<file path="config.mk">
export PLATFORM = sky130hd
export DESIGN_NAME = control_sequencer
export DESIGN_NICKNAME = d
export VERILOG_FILES = /design/src/rtl/cpu_pkg.sv /design/src/rtl/control_sequencer_reg_decoder.sv /design/src/rtl/control_sequencer.sv
export SDC_FILE = /design/constraint.sdc
export NUM_CORES = 1
export LEC_CHECK = 0
export CAP_MARGIN = 30
export CORE_MARGIN = 5
export CORE_UTILIZATION = 27
export DETAILED_ROUTE_END_ITERATION = 16
export PLACE_DENSITY = 0.8
export SLEW_MARGIN = 20
export SYNTH_ARGS = -nofsm -noshare
export SYNTH_HDL_FRONTEND = slang
export SYNTH_SLANG_ARGS = --single-unit
export TNS_END_PERCENT = 10
</file>
<file path="constraint.sdc">
create_clock -name clock -period 2.78 [get_ports clock]
set_clock_uncertainty 0.15 [all_clocks]
set_input_delay 0.834 -clock clock [delete_from_list [all_inputs] [get_ports clock]]
set_output_delay 0.834 -clock clock [all_outputs]
set_load 0.005 [all_outputs]
</file>
<file path="src/rtl/cpu_pkg.sv">
// Shared definitions for the control sequencer: FSM state encoding,
// opcode constants and IR field positions.
// Opcode map: 0x00-0x0A register-class ALU ops, 0x0F MUL, 0x10 DIV,
// 0x1B HALT; every other opcode is illegal.
package cpu_pkg;

  typedef enum logic [3:0] {
    IDLE,
    T0,
    T1,
    T2,
    T3,
    T4,
    T5,
    T6,
    HALT
  } state_t;

  // IR field bit positions
  localparam int unsigned OP_MSB = 31;
  localparam int unsigned OP_LSB = 27;
  localparam int unsigned RA_MSB = 26;
  localparam int unsigned RA_LSB = 23;
  localparam int unsigned RB_MSB = 22;
  localparam int unsigned RB_LSB = 19;
  localparam int unsigned RC_MSB = 18;
  localparam int unsigned RC_LSB = 15;

  // Register-class ALU opcodes
  localparam logic [4:0] OP_ADD  = 5'h00;
  localparam logic [4:0] OP_SUB  = 5'h01;
  localparam logic [4:0] OP_AND  = 5'h02;
  localparam logic [4:0] OP_OR   = 5'h03;
  localparam logic [4:0] OP_SHR  = 5'h04;
  localparam logic [4:0] OP_SHL  = 5'h05;
  localparam logic [4:0] OP_SHRA = 5'h06;
  localparam logic [4:0] OP_ROR  = 5'h07;
  localparam logic [4:0] OP_ROL  = 5'h08;
  localparam logic [4:0] OP_NEG  = 5'h09;
  localparam logic [4:0] OP_NOT  = 5'h0A;

  // Mul/div-class and control opcodes
  localparam logic [4:0] OP_MUL  = 5'h0F;
  localparam logic [4:0] OP_DIV  = 5'h10;
  localparam logic [4:0] OP_HALT = 5'h1B;

  function automatic logic is_reg_op(input logic [4:0] op);
    return (op <= OP_NOT);
  endfunction

  function automatic logic is_muldiv_op(input logic [4:0] op);
    return (op == OP_MUL) || (op == OP_DIV);
  endfunction

endpackage

</file>
<file path="src/rtl/control_sequencer_reg_decoder.sv">
// 4-to-16 one-hot register-file enable decoder.
// Ports:
//   en     - when low, no output bit is set
//   sel    - register number (0 selects R0)
//   onehot - bit n high selects Rn
module reg_decoder (
  input  logic        en,
  input  logic [3:0]  sel,
  output logic [15:0] onehot
);

  always_comb begin
    onehot = '0;
    if (en) onehot[sel] = 1'b1;
  end

endmodule

</file>
<file path="src/rtl/control_sequencer.sv">
// Multi-cycle fetch/execute control sequencer for a simple datapath.
// Fetch: T0 (PC->MAR, PC++), T1 (memory read, waits on mem_rdy),
// T2 (MDR->IR). Execute: T3 (rb->Y), T4 (ALU, rc->Z), T5 (Zlow->ra or LO),
// T6 (Zhigh->HI, mul/div only). Illegal and HALT opcodes park in HALT
// until clear.
// Ports:
//   clock, clear          - clock, synchronous active-high reset
//   run                   - start/continue execution (sampled in IDLE, T5/T6)
//   mem_rdy               - memory read data valid
//   ir                    - IR contents: op[31:27] ra[26:23] rb[22:19] rc[18:15]
//   PCout..HIin           - datapath strobes
//   Rin, Rout             - one-hot register-file enables
//   alu_op                - opcode during T4, else 0
//   halted                - high while in HALT
// Configuration macro: SEQ_MULDIV_EN enables the MUL/DIV opcode class.
module control_sequencer
  import cpu_pkg::*;
(
  input  logic        clock,
  input  logic        clear,
  input  logic        run,
  input  logic        mem_rdy,
  input  logic [31:0] ir,
  output logic        PCout,
  output logic        IncPC,
  output logic        MARin,
  output logic        memRead,
  output logic        MDRin,
  output logic        MDRout,
  output logic        IRin,
  output logic        Yin,
  output logic        Zin,
  output logic        Zlowout,
  output logic        Zhighout,
  output logic        LOin,
  output logic        HIin,
  output logic [15:0] Rin,
  output logic [15:0] Rout,
  output logic [4:0]  alu_op,
  output logic        halted
);

  state_t      state;
  logic [4:0]  opcode;
  logic [3:0]  ra, rb, rc;
  logic        muldiv;
  logic        legal;
  logic        rin_en, rout_en;
  logic [3:0]  rin_sel, rout_sel;
  logic        unused_ir_bits;

  assign opcode = ir[OP_MSB:OP_LSB];
  assign ra     = ir[RA_MSB:RA_LSB];
  assign rb     = ir[RB_MSB:RB_LSB];
  assign rc     = ir[RC_MSB:RC_LSB];
  assign unused_ir_bits = ^ir[14:0];

`ifdef SEQ_MULDIV_EN
  assign muldiv = is_muldiv_op(opcode);
`else
  assign muldiv = 1'b0;
`endif

  assign legal = is_reg_op(opcode) || muldiv;

  always_ff @(posedge clock) begin
    if (clear) begin
      state <= IDLE;
    end else begin
      case (state)
        IDLE: if (run) state <= T0;
        T0:   state <= T1;
        T1:   if (mem_rdy) state <= T2;
        T2:   state <= T3;
        T3:   state <= legal ? T4 : HALT;
        T4:   state <= T5;
        T5:   begin
          if (muldiv) state <= T6;
          else        state <= run ? T0 : IDLE;
        end
        T6:   state <= run ? T0 : IDLE;
        HALT: state <= HALT;
        default: state <= IDLE;
      endcase
    end
  end

  // Strobes decode from the registered state plus ir: the IR is loaded at
  // the end of T2, so its fields are only valid from T3 onward and cannot
  // be pre-registered alongside the next state.
  always_comb begin
    PCout    = 1'b0;
    IncPC    = 1'b0;
    MARin    = 1'b0;
    memRead  = 1'b0;
    MDRin    = 1'b0;
    MDRout   = 1'b0;
    IRin     = 1'b0;
    Yin      = 1'b0;
    Zin      = 1'b0;
    Zlowout  = 1'b0;
    Zhighout = 1'b0;
    LOin     = 1'b0;
    HIin     = 1'b0;
    alu_op   = '0;
    halted   = 1'b0;
    rin_en   = 1'b0;
    rout_en  = 1'b0;
    rin_sel  = '0;
    rout_sel = '0;
    case (state)
      T0: begin
        PCout = 1'b1;
        MARin = 1'b1;
        IncPC = 1'b1;
      end
      T1: begin
        memRead = 1'b1;
        MDRin   = 1'b1;
      end
      T2: begin
        MDRout = 1'b1;
        IRin   = 1'b1;
      end
      T3: begin
        if (legal) begin
          Yin      = 1'b1;
          rout_en  = 1'b1;
          rout_sel = rb;
        end
      end
      T4: begin
        Zin      = 1'b1;
        rout_en  = 1'b1;
        rout_sel = rc;
        alu_op   = opcode;
      end
      T5: begin
        Zlowout = 1'b1;
`ifdef SEQ_MULDIV_EN
        if (muldiv) begin
          LOin = 1'b1;
        end else begin
          rin_en  = 1'b1;
          rin_sel = ra;
        end
`else
        rin_en  = 1'b1;
        rin_sel = ra;
`endif
      end
      T6: begin
`ifdef SEQ_MULDIV_EN
        Zhighout = 1'b1;
        HIin     = 1'b1;
`endif
      end
      HALT: halted = 1'b1;
      default: ;
    endcase
  end

  reg_decoder u_rin_dec (
    .en     (rin_en),
    .sel    (rin_sel),
    .onehot (Rin)
  );

  reg_decoder u_rout_dec (
    .en     (rout_en),
    .sel    (rout_sel),
    .onehot (Rout)
  );

endmodule

</file>
==> flow_metrics.tcl, run 1 <==
set metrics [dict create \
    numCtsBuffers 3 \
    arrival_ns 2.17 \
    setup_slack_ns -0.3730 \
    placementRows 19 \
    clkSinkCount 4 \
    dp_hpwl_mm 2.709 \
    fp.dieArea_sq_um 3957 \
    drtIter0Drc 42 \
    min_period_ns 3.153 \
    max_cap_viol_count 0 \
    synth_sequential_area_ratio_pct 10.60 \
    vias 1289 \
    drc 0 \
    syn_inst 115 \
    maxSlewViolCount 0 \
    antenna_found_initial 0 \
    vdd_ir_drop_max_mv 0.3520 \
    post-route-util_pct 68.05 \
    layout_commonest_cell "buf_4" \
    h-tree-depth 1 \
    antenna_cells 0 \
    synth_top_area_share_pct 10.60 \
    clk_pin_slew_worst_paths_ns 0.04 \
    ant_nets 0 \
    hp-class "flop to flop" \
    grt_first_pass_wirelength_mm 6.423 \
    timing.fmax_mhz 317.2 \
    place_inst 219 \
    power_density_nw_per_um2 169.2 \
    yosysTopAreaCell "dfxtp_1" \
    grt_pass1_vias 1274 \
    start_kind "primary input" \
    reg_top3 "state x4" \
    grt-ovfl-total 0 \
    start_util_pct 27.89 \
    top_register "state" \
    power_leakage_nw 0.8254 \
    die-height_um 62.91 \
    final_cells 244 \
    yosysWarnings 0 \
    grtUsageTotal_pct 19.69 \
    fp.dieW_um 62.91 \
    wirelength_mm 4.139 \
    cp.required_ns 1.80 \
    finalHoldViolCount 0 \
    crit_type "primary input to output port" \
    wire_per_inst_um 16.96 \
    avgSynthCellArea_sq_um 6.572 \
    area_delta_synth_final_pct 144.0 \
    core_area_sq_um 2710 \
    holdWs_ns 0.4845 \
    rsz0062_at_grt "yes" \
    layout_common_cells "buf_4 (31), buf_2 (21), nor2_1 (19)" \
    first_pass_iters 5 \
    clock_latency_ns 0.24 \
    netlist_area_sq_um 755.7 \
    crit_fanout 3 \
    root_buffer "clkbuf_4" \
    synthDistinctLibCells 37 \
    timing.final.crit_share_pct 113.4 \
    cts_tree "yes" \
    status "finished, violations left" \
    num_io_pins 87 \
    grt_max_degree 10 \
    io_buffers 68 \
    postCtsHoldBufs 0 \
    gp_congestion 0.8429 \
    ys_ff_latch 4 \
    largest_register_ffs 4 \
    final_nets 251 \
    cts_max_path_buffers 2 \
    end_kind "output port" \
    synth.area.top_cells "dfxtp_1 (11%), nor2_1 (10%), nor3_1 (9.9%), buf_4 (7.9%), and2_1 (5.0%)" \
    viasPerCell 5.283 \
    finalSetupViolations 24 \
    violations "setup timing" \
    post_route_cells_drive_above_1_share_pct 51.17 \
]
-- path summary, 6_finish.rpt --
path | slack, ns | startpoint | cells after the start | to
max | -0.37 | ir[27] | 8 | Rout[4]
min | 0.48 | state[3] | 2 | state[1]
min reg2reg | 0.48 | state[3] | 2 | state[1]
max reg2reg | 0.97 | state[1] | 6 | state[2]
-- cell families after synthesis --
kind of cell / Yosys count / synth area share, %
AND/OR/NAND/NOR: 71 / 51.16
flip-flops: 4 / 10.60
AO/OA/AOI/OAI: 23 / 24.50
other: 1 / 0.4962
multiplexers: 1 / 1.325
buffers and inverters: 15 / 11.92
-- cells in the mapped netlist (all sizes together) --
cell type  instances
conb               1
nor4               3
a22o               2
mux2i              1
nor4bb             1
nor2b              2
and4bb             1
dfxtp              4
nor4b              3
a2111o             1
buf               11
o31a               1
o21bai             1
and3               3
nand2              5
and2               6
or4b               1
nand3              2
a31oi              2
or3b               1
nor3              15
a22oi              2
a211o              1
o21ai              2
a21oi              4
clkbuf             2
a2bb2oi            1
nand3b             1
a21o               1
inv                2
o2111a             1
o211ai             2
a211oi             1
nor2              21
nand2b             6
o2111ai            1
-- per-layer routing --
| metal | global-route usage [%] | vias to the layer above | part of all wire, % |
|---|---|---|---|
| li1 | - | 609 | - |
| met2 | 37.31 | 57 | 56 |
| met3 | 3.777 | 16 | 6.3 |
| met4 | 7.162 | 0 | 2.2 |
| met1 | 21.03 | 607 | 35 |
| met5 | 0 | - | 0 |
-- per-stage QoR --
| stage | setup WS, ns | TNS, ns | cell area (sq um) | power [mW] |
|---|---|---|---|---|
| finish | -0.3730 | -5.623 | 1844 | 0.3121 |
| global route | -0.4364 | -7.511 | 1844 | 0.3319 |
| CTS | -0.3324 | -5.009 | 1758 | 0.3009 |
| detailed placement | -1.178 | -25.13 | 1526 | 0.2144 |
| global placement | -1.084 | -23.62 | 1526 | 0.2102 |
| floorplan | -0.03352 | -0.1524 | 763.2 | 0.1383 |
-- cell type report --
| class | instances | area (sq um) |
|---|---|---|
| sequential | 4 | 85.08 |
| tap | 31 | 38.79 |
| timing repair buffer | 106 | 887.1 |
| fill | 224 | 865.8 |
| clock buffer | 3 | 22.52 |
| inverter | 2 | 7.507 |
| multi-input combinational | 98 | 803.3 |
-- where the power goes --
group / switching, mW / internal, mW
combinational: 0.0771 / 0.0881
sequential: 0.00794 / 0.0647
clock: 0.0258 / 0.0484
-- timing repair --
action,4_1_cts,5_1_grt
setup endpoints to repair,39,39
pin swaps,26,10
setup buffers,19,4
resized for setup,173,21
-- critical path, cell delays in order --
cell,delay (ns)
buf_8,0.10
a21o_1,0.21
buf_4,0.14
a2111o_1,0.39
o211ai_1,0.15
buf_4,0.17
nor3_2,0.04
buf_2,0.14
(Power assumes the default switching activity.)
==> inputs of run 2 (changes only) <==
Settings changed: CORE_ASPECT_RATIO set to 0.7.
==> flow_metrics.tcl, run 2 (synthesized netlist as in run 1, its figures left out) <==
set metrics [dict create \
    top_register "state" \
    crit_path_start "ir[27]" \
    numCtsBuffers 3 \
    crit_top_cell "buf_6" \
    relSlewSlack_pct 57.85 \
    path_buf_inv 4 \
    placementRows 16 \
    fp.dieW_um 73.24 \
    grt_pass1_vias 1311 \
    viasPerCell 5.393 \
    max_stage_delay_ns 0.24 \
    start_kind "primary input" \
    fp.dieArea_sq_um 3974 \
    power_density_nw_per_um2 193.0 \
    wire_per_inst_um 16.89 \
    area_delta_synth_final_pct 146.2 \
    antenna_found_initial 0 \
    p_sw_share_pct 30.67 \
    io_buffers 68 \
    pwr-share-seq_pct 19.1 \
    grt-ovfl-total 0 \
    tightestPinTransition_ns 0.6300 \
    num_io_pins 87 \
    dpl_worst_slack_ns -1.140 \
    maxSlewViolCount 0 \
    gp_congestion 0.8526 \
    total_power_mw 0.3590 \
    arrival_ns 2.15 \
    rrSetupSlack_ns 0.89 \
    grt_first_pass_wirelength_mm 6.292 \
    worstHoldPathCells 3 \
    timing.fmax_mhz 319.3 \
    fillers 208 \
    status "finished, violations left" \
    grt_max_degree 10 \
    intPower_mw 0.2489 \
    clock_latency_ns 0.21 \
    final_cell_area_sq_um 1861 \
    drtIter0Drc 54 \
    clk_pin_slew_worst_paths_ns 0.03 \
    r2r_cells 7 \
    first_pass_iters 4 \
    worstPathCellList "buf_6 > a21o_1 > a211oi_4 > buf_6 > buf_6 > a22oi_2 > nor3_2 > buf_2" \
    drc 0 \
    combPwrFrac_pct 48.6 \
    dp_hpwl_mm 2.852 \
    reg_top3 "state x4" \
    r2r-end "state[2]" \
    cp_slowest_cell "a211oi_4" \
    violations "setup timing" \
    grtUsageTotal_pct 20.02 \
    crit_type "primary input to output port" \
    vias 1332 \
    multi_input_area_sq_um 814.5 \
    hp-start "state[3]" \
    start_util_pct 27.55 \
    min_period_ns 3.132 \
    placed_area_sq_um 1585 \
    core_area_sq_um 2743 \
    layout_commonest_cell "dlygate4sd2_1" \
    clkPwrFrac_pct 32.2 \
    ant_nets 0 \
    finalSetupViolations 17 \
    clkSinkCount 4 \
    root_buffer "clkbuf_8" \
    cts_tree "yes" \
    largest_register_ffs 4 \
    setup_slack_ns -0.3521 \
    place_inst 231 \
    layout_common_cells "dlygate4sd2_1 (28), buf_4 (25), nor2_1 (20)" \
    seqCellArea_sq_um 82.58 \
    cp.required_ns 1.80 \
    end_kind "output port" \
    max_cap_viol_count 0 \
    h-tree-depth 1 \
    cts_max_path_buffers 2 \
    hp-class "flop to flop" \
    rsz0062_at_grt "yes" \
    cp_top_family "compound AO/OA/AOI/OAI gates" \
    final_cells 247 \
    vdd_ir_drop_max_mv 0.1931 \
    r2r_start "state[0]" \
    crit_fanout 6 \
    finalHoldViolCount 0 \
    antenna_cells 0 \
    holdPathEnd "state[1]" \
    timing.final.crit_share_pct 112.7 \
    post_route_cells_drive_above_1_share_pct 48.82 \
    wirelength_mm 4.172 \
    p_switching_mw 0.1101 \
    die-height_um 54.27 \
    power_leakage_nw 0.8656 \
    final_nets 249 \
]
==> run 2: final cells by class <==
type,count,share of cell area (%)
Tap cell,36,2.421
Inverter,2,0.4035
Sequential cell,4,4.438
Clock buffer,3,2.219
Multi-Input combinational cell,98,43.78
Timing Repair Buffer,104,46.74
==> run 2: metrics by stage <==
| stage | hold WS [ns] | utilization [%] | TNS [ns] |
|---|---|---|---|
| detailed placement | 0.5498 | 57.80 | -25.75 |
| global route | 0.5438 | 67.84 | -5.575 |
| floorplan | 0.4989 | - | -0.1524 |
| global placement | 0.5233 | 57.80 | -24.07 |
| CTS | 0.5560 | 65.15 | -3.928 |
| finish | 0.5325 | 67.84 | -4.317 |
==> run 2: routing by layer <==
metal  wire length [um]  track usage [%]  up-vias
met4                129            5.215        0
met5                  0                0        -
met2               2149            37.54       58
li1                   -                -      612
met3                257            3.853       16
met1               1636            23.56      646
==> run 2: worst min-delay path: stages (launching register included) <==
cell	delay (ns)
dfxtp_2	0.34
buf_6	0.14
buf_6	0.11
nor3_1	0.04
==> run 2: how the worst max path moves through the flow <==
stage,slack (ns),cells past startpoint,end
2_1_floorplan,-0.03,4,Rout[3]
3_3_place_gp,-1.05,6,Rout[10]
3_5_place_dp,-1.14,6,Rout[8]
4_1_cts,-0.30,7,Rout[8]
5_1_grt,-0.42,8,Rout[4]
6_report,-0.35,8,Rout[4]
==> run 2: timing repair <==
action | CTS | global route
setup endpoints to repair | 38 | 33
buffers inserted | 14 | 0
hold buffers | 0 | 0
pin swaps | 33 | 8
resized for setup | 166 | 20
==> run 2: power by group through the flow <==
stage	Combinational (mW)	Clock [mW]	Sequential [mW]
floorplan	0.0718	0	0.0665
CTS	0.164	0.119	0.0671
global placement	0.152	0	0.0669
detailed placement	0.157	0	0.0677
global route	0.186	0.122	0.0691
finish	0.175	0.116	0.0686
